[src/rtl/pc_gen_pkg.sv]
// Shared types and constants for the fetch PC generator.
// Holds the FSM state encoding, the default parameter values and the alignment-mask helper.
package pc_gen_pkg;

  typedef enum logic [1:0] {
    ST_RESET = 2'd0,
    ST_RUN   = 2'd1,
    ST_HOLD  = 2'd2
  } pc_state_e;

  localparam int unsigned DEF_ADDR_W    = 32;
  localparam int unsigned DEF_STEP      = 4;
  localparam int unsigned DEF_NUM_REDIR = 2;
  localparam int unsigned DEF_RAS_DEPTH = 4;

  // Mask of the low address bits that must be zero for a STEP-aligned PC.
  function automatic logic [63:0] align_mask(input int unsigned step);
    int unsigned sh;
    sh = $clog2(step);
    return (64'd1 << sh) - 64'd1;
  endfunction

endpackage

[src/rtl/pc_ras.sv]
// Circular return-address stack with a top pointer and an occupancy count.
// A push into a full stack overwrites the oldest entry; push plus pop replaces the top in place.
module pc_ras
  import pc_gen_pkg::*;
#(
  parameter int unsigned ADDR_W    = DEF_ADDR_W,
  parameter int unsigned RAS_DEPTH = DEF_RAS_DEPTH
) (
  input  logic              clk,
  input  logic              rst,
  input  logic              push_i,
  input  logic [ADDR_W-1:0] push_addr_i,
  input  logic              pop_i,
  output logic [ADDR_W-1:0] top_o,
  output logic              empty_o,
  output logic              full_o
);

  localparam int unsigned PTR_W = $clog2(RAS_DEPTH);
  localparam int unsigned CNT_W = PTR_W + 1;
  localparam logic [CNT_W-1:0] CNT_FULL = CNT_W'(RAS_DEPTH);

  logic [ADDR_W-1:0] mem_q [RAS_DEPTH];
  logic [ADDR_W-1:0] mem_d [RAS_DEPTH];
  logic [PTR_W-1:0]  top_q, top_d;
  logic [CNT_W-1:0]  count_q, count_d;
  logic              empty_q, empty_d;

  always_comb begin
    mem_d   = mem_q;
    top_d   = top_q;
    count_d = count_q;
    if (push_i && pop_i && count_q != '0) begin
      mem_d[top_q] = push_addr_i;
    end else if (push_i) begin
      // Slot above the top is free, or holds the oldest entry once the stack is full.
      top_d        = top_q + PTR_W'(1);
      mem_d[top_d] = push_addr_i;
      if (count_q != CNT_FULL) count_d = count_q + CNT_W'(1);
    end else if (pop_i && count_q != '0) begin
      top_d   = top_q - PTR_W'(1);
      count_d = count_q - CNT_W'(1);
    end
    empty_d = (count_d == '0);
  end

  always_ff @(posedge clk) begin
    if (rst) begin
      top_q   <= '0;
      count_q <= '0;
      empty_q <= 1'b1;
    end else begin
      top_q   <= top_d;
      count_q <= count_d;
      empty_q <= empty_d;
    end
  end

  always_ff @(posedge clk) begin
    mem_q <= mem_d;
  end

  assign top_o   = mem_q[top_q];
  assign empty_o = empty_q;
  assign full_o  = (count_q == CNT_FULL);

endmodule

[src/rtl/pc_gen.sv]
// Fetch-stage program counter: selects the next PC from reset, redirects, RAS pop, hold or increment.
// Handshake: a fetch is accepted on any edge where fetch_valid_o && fetch_ready_i; while valid is high and ready low, pc_o is stable unless a reset, redirect or pop overrides it.
module pc_gen
  import pc_gen_pkg::*;
#(
  parameter int unsigned       ADDR_W     = DEF_ADDR_W,
  parameter logic [ADDR_W-1:0] RESET_ADDR = '0,
  parameter int unsigned       STEP       = DEF_STEP,
  parameter int unsigned       NUM_REDIR  = DEF_NUM_REDIR,
  parameter int unsigned       RAS_DEPTH  = DEF_RAS_DEPTH
) (
  input  logic                        clk,
  input  logic                        rst,
  input  logic                        jtag_reset_i,
  input  logic [NUM_REDIR-1:0]        redir_valid_i,
  input  logic [NUM_REDIR*ADDR_W-1:0] redir_addr_i,
  input  logic                        hold_i,
  input  logic                        ras_push_i,
  input  logic [ADDR_W-1:0]           ras_push_addr_i,
  input  logic                        ras_pop_i,
  input  logic                        fetch_ready_i,
  output logic                        fetch_valid_o,
  output logic [ADDR_W-1:0]           pc_o,
  output logic                        misalign_o,
  output logic                        ras_empty_o,
  output pc_state_e                   state_o
);

  localparam logic [ADDR_W-1:0] LOW_MASK = ADDR_W'(align_mask(STEP));

  pc_state_e         state_q, state_d;
  logic [ADDR_W-1:0] pc_q, pc_d;
  logic              valid_q, valid_d;
  logic              misalign_q, misalign_d;

  logic              reset_any;
  logic              any_redir;
  logic [ADDR_W-1:0] redir_tgt;
  logic              pop_take;
  logic              push_take;
  logic [ADDR_W-1:0] ras_top;
  logic              ras_empty;
  logic              ras_full;

  assign reset_any = rst | jtag_reset_i;
  assign push_take = ras_push_i & ~reset_any;

  // Walk from the highest index down so the lowest asserted channel wins.
  always_comb begin
    any_redir = 1'b0;
    redir_tgt = '0;
    for (int k = NUM_REDIR - 1; k >= 0; k--) begin
      if (redir_valid_i[k]) begin
        any_redir = 1'b1;
        redir_tgt = redir_addr_i[k*ADDR_W +: ADDR_W];
      end
    end
  end

  always_comb begin
    state_d    = state_q;
    pc_d       = pc_q;
    misalign_d = 1'b0;
    pop_take   = 1'b0;
    if (reset_any) begin
      state_d = ST_RESET;
      pc_d    = RESET_ADDR;
    end else begin
      state_d = hold_i ? ST_HOLD : ST_RUN;
      if (any_redir) begin
        pc_d       = redir_tgt & ~LOW_MASK;
        misalign_d = |(redir_tgt & LOW_MASK);
      end else if (ras_pop_i && !ras_empty) begin
        pc_d     = ras_top;
        pop_take = 1'b1;
      end else if (hold_i || (valid_q && !fetch_ready_i)) begin
        pc_d = pc_q;
      end else if (valid_q && fetch_ready_i) begin
        pc_d = pc_q + ADDR_W'(STEP);
      end
    end
    valid_d = (state_d == ST_RUN);
  end

  always_ff @(posedge clk) begin
    if (reset_any) begin
      state_q    <= ST_RESET;
      pc_q       <= RESET_ADDR;
      valid_q    <= 1'b0;
      misalign_q <= 1'b0;
    end else begin
      state_q    <= state_d;
      pc_q       <= pc_d;
      valid_q    <= valid_d;
      misalign_q <= misalign_d;
    end
  end

  pc_ras #(
    .ADDR_W    (ADDR_W),
    .RAS_DEPTH (RAS_DEPTH)
  ) u_ras (
    .clk         (clk),
    .rst         (reset_any),
    .push_i      (push_take),
    .push_addr_i (ras_push_addr_i),
    .pop_i       (pop_take),
    .top_o       (ras_top),
    .empty_o     (ras_empty),
    .full_o      (ras_full)
  );

  // The registered empty flag and the live full flag come from the same count.
  always_ff @(posedge clk) begin
    if (!reset_any) begin
      assert (!(ras_full && ras_empty));
    end
  end

  assign fetch_valid_o = valid_q;
  assign pc_o          = pc_q;
  assign misalign_o    = misalign_q;
  assign ras_empty_o   = ras_empty;
  assign state_o       = state_q;

endmodule

[config.mk]
export PLATFORM = sky130hd
export DESIGN_NAME = pc_gen
export DESIGN_NICKNAME = d
export VERILOG_FILES = /design/src/rtl/pc_gen_pkg.sv /design/src/rtl/pc_ras.sv /design/src/rtl/pc_gen.sv
export SDC_FILE = /design/constraint.sdc
export NUM_CORES = 1
export LEC_CHECK = 0
export CORE_ASPECT_RATIO = 0.9
export CORE_MARGIN = 3
export CORE_UTILIZATION = 30
export DETAILED_ROUTE_END_ITERATION = 7
export PLACE_DENSITY_LB_ADDON = 0.2
export SLEW_MARGIN = 20
export SYNTH_ARGS = -nofsm -noshare
export SYNTH_HDL_FRONTEND = slang
export SYNTH_SLANG_ARGS = --single-unit
[constraint.sdc]
create_clock -name clk -period 6.59 [get_ports clk]
set_clock_uncertainty 0.05 [all_clocks]
set_input_delay 1.977 -clock clk [delete_from_list [all_inputs] [get_ports clk]]
set_output_delay 1.977 -clock clk [all_outputs]
set_load 0.02 [all_outputs]
After elaboration in Yosys (flattened, before gate mapping)
Cells that the tools add are included.
{"block": "word_totals", "ff_bits": 170, "in_bits": 105, "elab_cells": 85, "output_inout_bits": 37}
{"block": "classes", "n_reduce_logical": 23, "mux": 30, "bitwise_logic": 7, "addsub": 5, "magnitude_cmp": 4, "eq_ne": 4}
{"operator": "$mux 32", "count": 10}
{"operator": "$bwmux 128", "count": 2}
{"operator": "$mux 128", "count": 2}
{"operator": "$demux 32 s2", "count": 2}
{"operator": "$bmux 32 s2", "count": 1}
{"operator": "$add 32x3->32 const B", "count": 1}
{"operator": "$mux 3", "count": 4}
{"operator": "$logic_and 1x1->1", "count": 8}
{"operator": "$mux 2", "count": 4}
{"operator": "$ge 3x3->1 const B", "count": 2}
{"operator": "$lt 3x1->1 const B", "count": 2}
{"operator": "$ne 3x3->1 const B", "count": 2}
{"operator": "$not 2->3", "count": 2}
{"operator": "$reduce_and 2->1", "count": 3}
{"operator": "$reduce_bool 2->1", "count": 3}
{"operator": "$reduce_bool 3->1", "count": 2}
{"operator": "$reduce_or 2->1", "count": 3}
{"operator": "$mux 1", "count": 5}
{"operator": "$add 3x1->3 const B", "count": 1}
{"operator": "$logic_not 3->1", "count": 1}
{"operator": "$not 1->1", "count": 3}
{"operator": "$sub 3x1->3 const B", "count": 1}
{"operator": "$add 2x1->2 const B", "count": 1}
{"operator": "$eq 2x1->1 const B", "count": 1}
{"operator": "other kinds (6)", "count": 7}

Depth between registers and ports, before layout
{"block": "depth", "ltp_word": 10, "ltp_mapped": 8, "mapped_depth_nobuf": 7}

By module
A second synthesis with hierarchy kept.
{"block": "hier_totals", "hier_cells": 763, "hier_area_um2": 8968.6}
{"module": "pc_ras", "cells_each": 373, "seq_area_each_um2": 3963.8, "area_each_um2": 6143.4, "n_inst": 1}
{"module": "pc_gen", "cells_each": 390, "seq_area_each_um2": 700.7, "area_each_um2": 2825.2, "n_inst": 1}

Least setup slack after synthesis
OpenSTA, ideal clock, no wires.
{"block": "synth_timing", "path_type": "input to register", "from": "input port redir_valid_i[1]", "to": "register u_ras.mem_q[64] in the netlist's numbering, enable pin", "n_path_buf": 3, "required_ns": 6.119, "path_stages": 7, "setup_ns": 0.421, "arrival_ns": 4.882, "path_slack_ns": 1.237, "path_cell_list": "or4b_4 buf_6 or3_1 buf_2 mux2i_4 buf_2 nor2_1"}
{"block": "synth_between", "elab_chain_len": 7}
{"item": "start: declaration", "line": "pc_gen.sv:15", "text": "input logic [NUM_REDIR-1:0] redir_valid_i,"}
{"item": "$mux 1 (2 in a row)", "line": "pc_gen.sv:53", "text": "if (redir_valid_i[k]) begin"}
{"item": "$mux 1", "line": "pc_gen.sv:70", "text": "if (any_redir) begin"}
{"item": "$mux 1", "line": "pc_gen.sv:65", "text": "if (reset_any) begin"}
{"item": "$logic_and 1x1->1 (2 in a row)", "line": "pc_ras.sv:33", "text": "if (push_i && pop_i && count_q != '0) begin"}
{"item": "$reduce_bool 2->1 (no source line)"}
{"item": "end signal: assignment", "line": "pc_ras.sv:60", "text": "mem_q <= mem_d;"}
{"item": "end: declaration", "line": "pc_ras.sv:23", "text": "logic [ADDR_W-1:0] mem_q [RAS_DEPTH];"}
Every way passes these cells.
A chain may end at the register's enable or synchronous reset.

Final worst setup path
{"block": "layout_timing", "from": "input port ras_pop_i", "to": "register u_ras.mem_q[60] in the netlist's numbering, enable pin"}
{"block": "layout_between", "elab_chain_len": 7}
{"item": "start: declaration", "line": "pc_gen.sv:20", "text": "input logic ras_pop_i,"}
{"item": "$logic_and 1x1->1", "line": "pc_gen.sv:73", "text": "end else if (ras_pop_i && !ras_empty) begin"}
{"item": "$mux 1", "line": "pc_gen.sv:73"}
{"item": "$mux 1", "line": "pc_gen.sv:70"}
{"item": "$mux 1", "line": "pc_gen.sv:65"}
{"item": "$logic_and 1x1->1 (2 in a row)", "line": "pc_ras.sv:33"}
{"item": "$reduce_bool 2->1 (no source line)"}
Every way passes these cells.

==> flow_summary.json <==
{
  "outcome": "complete, no violations",
  "drv_slew": 0,
  "internal_power_w": 0.00184,
  "path_clk_slew_ns": 0.07,
  "cts_max_level": 4,
  "grt_max_degree": 44,
  "cts_hold_buf": 0,
  "hold_viol": 0,
  "rows": 58,
  "hold_class": "register to register",
  "slew_headroom_pct": 29.8,
  "powerDensity_mw_per_mm2": 225,
  "die_y_um": 167,
  "cts.path.max_buffers": 2,
  "syn_inst": 734,
  "diodes": 0,
  "drc": 0,
  "coreArea_sq_mm": 0.0281,
  "place_congestion": 0.813,
  "synthArstFlopShare_pct": 0,
  "fmax_mhz": 207,
  "p_sw_share_pct": 25.7,
  "ios": 142,
  "p_sw_w": 0.000638,
  "synth_edf_count": 128,
  "finalWorstPathRequiredPeriod_ns": 4.82,
  "dieArea_sq_mm": 0.0308,
  "grt_antenna_before_repair": 0,
  "grt_pass1_wl_mm": 39.7,
  "grt_overflow": 0,
  "p_clk_share_pct": 41.0,
  "antenna_left": 0,
  "hpwl_mm": 18.0,
  "start_util_pct": 30.7,
  "synth.net_count": 849,
  "ys_types": 63,
  "drv_cap": 0,
  "wl_per_cell_um": 21.5,
  "drt_iter0_markers": 426,
  "worst_pin_slew_ns": 1.05,
  "clkSinkCount": 169,
  "arrival_ns": 4.85,
  "drive_above_1_share_pct": 11.5,
  "firstDrtPassIters": 5,
  "cp-start-kind": "input port",
  "numCtsBuffers": 17,
  "crit_fanout": 33,
  "fin_crit_sh_pct": 73.2,
  "nFillCells": 2717,
  "power_frac_seq_pct": 47.8,
  "leakagePower_nw": 3.54,
  "ys_seq_area_share_pct": 54.1,
  "avgSynthCellArea_sq_um": 11.7,
  "ys_ff_latch": 169,
  "grt_usage_pct": 17.3,
  "area_growth_pct": 27.7,
  "die_w_um": 185,
  "cts_setup_buffers": 0,
  "first_global_vias": 6354,
  "worstSetupEndpointType": "register",
  "numPortBuffers": 141,
  "synth_ff_type": "edfxtp_1",
  "worst-endpoint-required_ns": 6.62,
  "clock_latency_ns": 0.44,
  "post-route-util_pct": 39.2,
  "cts_tree": "yes",
  "combinationalPowerShare_pct": 11.2,
  "fin_nets": 977,
  "finalSetupTns_ns": 0,
  "critPathKind": "input port to register",
  "syn_area_sq_mm": 0.00862,
  "ys_warn_count": 0,
  "num_vias": 6362,
  "setup_violations": 0,
  "cts_resized": 0,
  "rsz0062_at_grt": "no",
  "max-vdd-ir-drop_v": 0.000175,
  "routed_wl_mm": 26.5,
  "root_buffer": "clkbuf_16",
  "avgViaCountPerCell": 5.15
}
## Yosys cell counts (5+ instances only)
cell / count / area, sq um
or3_1: 9 / 56.3
mux4_2: 25 / 563
xnor2_1: 6 / 52.6
nor3_1: 14 / 70.1
buf_2: 18 / 90.1
inv_1: 13 / 48.8
o21ai_0: 25 / 125
nand4_1: 14 / 87.6
o31ai_1: 6 / 45.0
a31oi_1: 11 / 68.8
nor4_1: 5 / 31.3
o22ai_1: 17 / 106
nand3_1: 23 / 115
and3_1: 6 / 37.5
edfxtp_1: 128 / 3840
a211oi_1: 8 / 60.1
a221oi_1: 6 / 52.6
mux2i_1: 10 / 100
clkbuf_1: 28 / 105
and4_1: 7 / 61.3
mux2_2: 6 / 67.6
ha_1: 10 / 125
nand2_1: 23 / 86.3
nor2_1: 40 / 150
a311oi_1: 5 / 43.8
nand2b_1: 6 / 37.5
xor2_1: 5 / 43.8
nor2b_1: 134 / 838
dfxtp_1: 41 / 821
a21oi_1: 26 / 130
## critical path, stage by stage
cell	delay, ns
clkdlybuf4s50_1	0.54
or4b_4	0.63
or3_1	0.57
mux2i_4	0.27
buf_4	0.29
nor2_2	0.13
buf_4	0.43
## state kept, by name, indices dropped and copies added (netlist names)
register and flops:
misalign_o 1, u_ras.count_q 3, u_ras.top_q 2, state_o 2
u_ras.mem_q 128, u_ras.empty_o 1, pc_o 32
## metrics by stage
step	std cells	area (sq um)	hold WS, ns	power, W	setup WS [ns]
6_report	1235	11000	0.415	0.00248	1.77
5_1_grt	1235	11000	0.454	0.00258	1.68
4_1_cts	1235	11000	0.416	0.00251	1.75
3_5_place_dp	1203	10400	0.406	0.00149	1.29
3_3_place_gp	1203	10400	0.403	0.00149	1.31
2_1_floorplan	734	8620	0.445	0.00134	1.24
## layout make-up
type	instances	area (sq um)	area share, %
well taps	360	450	4.09
clock buffers	17	425	3.86
multi-input cells	501	3700	33.6
clock inverters	15	168	1.52
repair buffers	160	1550	14.1
inverters	13	48.8	0.443
flip-flops and latches	169	4670	42.4
## power by group through the flow
stage / registers [W] / logic [W] / clock network (W)
after detailed placement: 0.00121 / 0.000280 / 0
after floorplan: 0.00121 / 0.000125 / 0
after global placement: 0.00121 / 0.000278 / 0
final: 0.00119 / 0.000278 / 0.00102
after global routing: 0.00119 / 0.000303 / 0.00108
after CTS: 0.00118 / 0.000281 / 0.00104
## final timing paths
path                                 start  slack, ns                   endpoint  depth (start not counted)
hold reg to reg       pc_o[0]$_SDFFE_PP0P_       0.42       pc_o[0]$_SDFFE_PP0P_                          2
hold / removal        pc_o[0]$_SDFFE_PP0P_       0.42       pc_o[0]$_SDFFE_PP0P_                          2
setup reg to reg  u_ras.empty_o$_SDFF_PP1_       3.41  u_ras.mem_q[60]$_DFFE_PP_                          6
setup / recovery                 ras_pop_i       1.77  u_ras.mem_q[60]$_DFFE_PP_                          7
## routing by layer
layer / routed length, um / global-route usage (%)
met3: 1610 / 4.43
met2: 11800 / 26.1
met5: 0 / 0
met4: 314 / 5.02
met1: 12800 / 24.5
## kinds of logic (layout without fill, tap and decap cells)
family | Yosys count | after routing | share of synthesized area, %
and+or+nand+nor | 295 | 295 | 19.5
muxes | 46 | 46 | 9.65
xor gates and xnor gates | 11 | 11 | 1.12
DFF | 169 | 169 | 54.1
AOI/OAI and AO/OA | 139 | 139 | 11.0
adders and majority gates | 10 | 10 | 1.45
buffers and inverters | 64 | 205 | 3.18
## cell usage in the layout, fill, tap and decap left out, types with 4 or more instances in the layout
| cell | Yosys | layout |
|---|---|---|
| a211oi_1 | 8 | 8 |
| o22ai_1 | 17 | 17 |
| edfxtp_1 | 128 | 128 |
| dfxtp_1 | 41 | 39 |
| nor2_2 | 0 | 5 |
| mux2i_1 | 10 | 10 |
| mux2i_4 | 4 | 4 |
| mux2_2 | 6 | 6 |
| ha_1 | 10 | 10 |
| clkbuf_16 | 0 | 17 |
| nor2_1 | 40 | 35 |
| o31ai_1 | 6 | 6 |
| and4_1 | 7 | 7 |
| nor2b_1 | 134 | 133 |
| nor3_1 | 14 | 14 |
| a221oi_1 | 6 | 6 |
| nand3_1 | 23 | 23 |
| clkdlybuf4s50_1 | 0 | 141 |
| inv_6 | 0 | 5 |
| inv_1 | 13 | 13 |
| o21ai_0 | 25 | 25 |
| inv_8 | 0 | 5 |
| a31oi_1 | 11 | 11 |
| xnor2_1 | 6 | 6 |
| o221ai_1 | 4 | 4 |
| mux4_2 | 25 | 25 |
| nor4_1 | 5 | 5 |
| a311oi_1 | 5 | 5 |
| xor2_1 | 5 | 5 |
| a21oi_1 | 26 | 26 |
| and3_1 | 6 | 6 |
| or3_1 | 9 | 9 |
| nand4_1 | 14 | 14 |
| nand2b_1 | 6 | 6 |
| buf_4 | 1 | 19 |
| nand2_1 | 23 | 23 |
(Power assumes the default switching activity.)
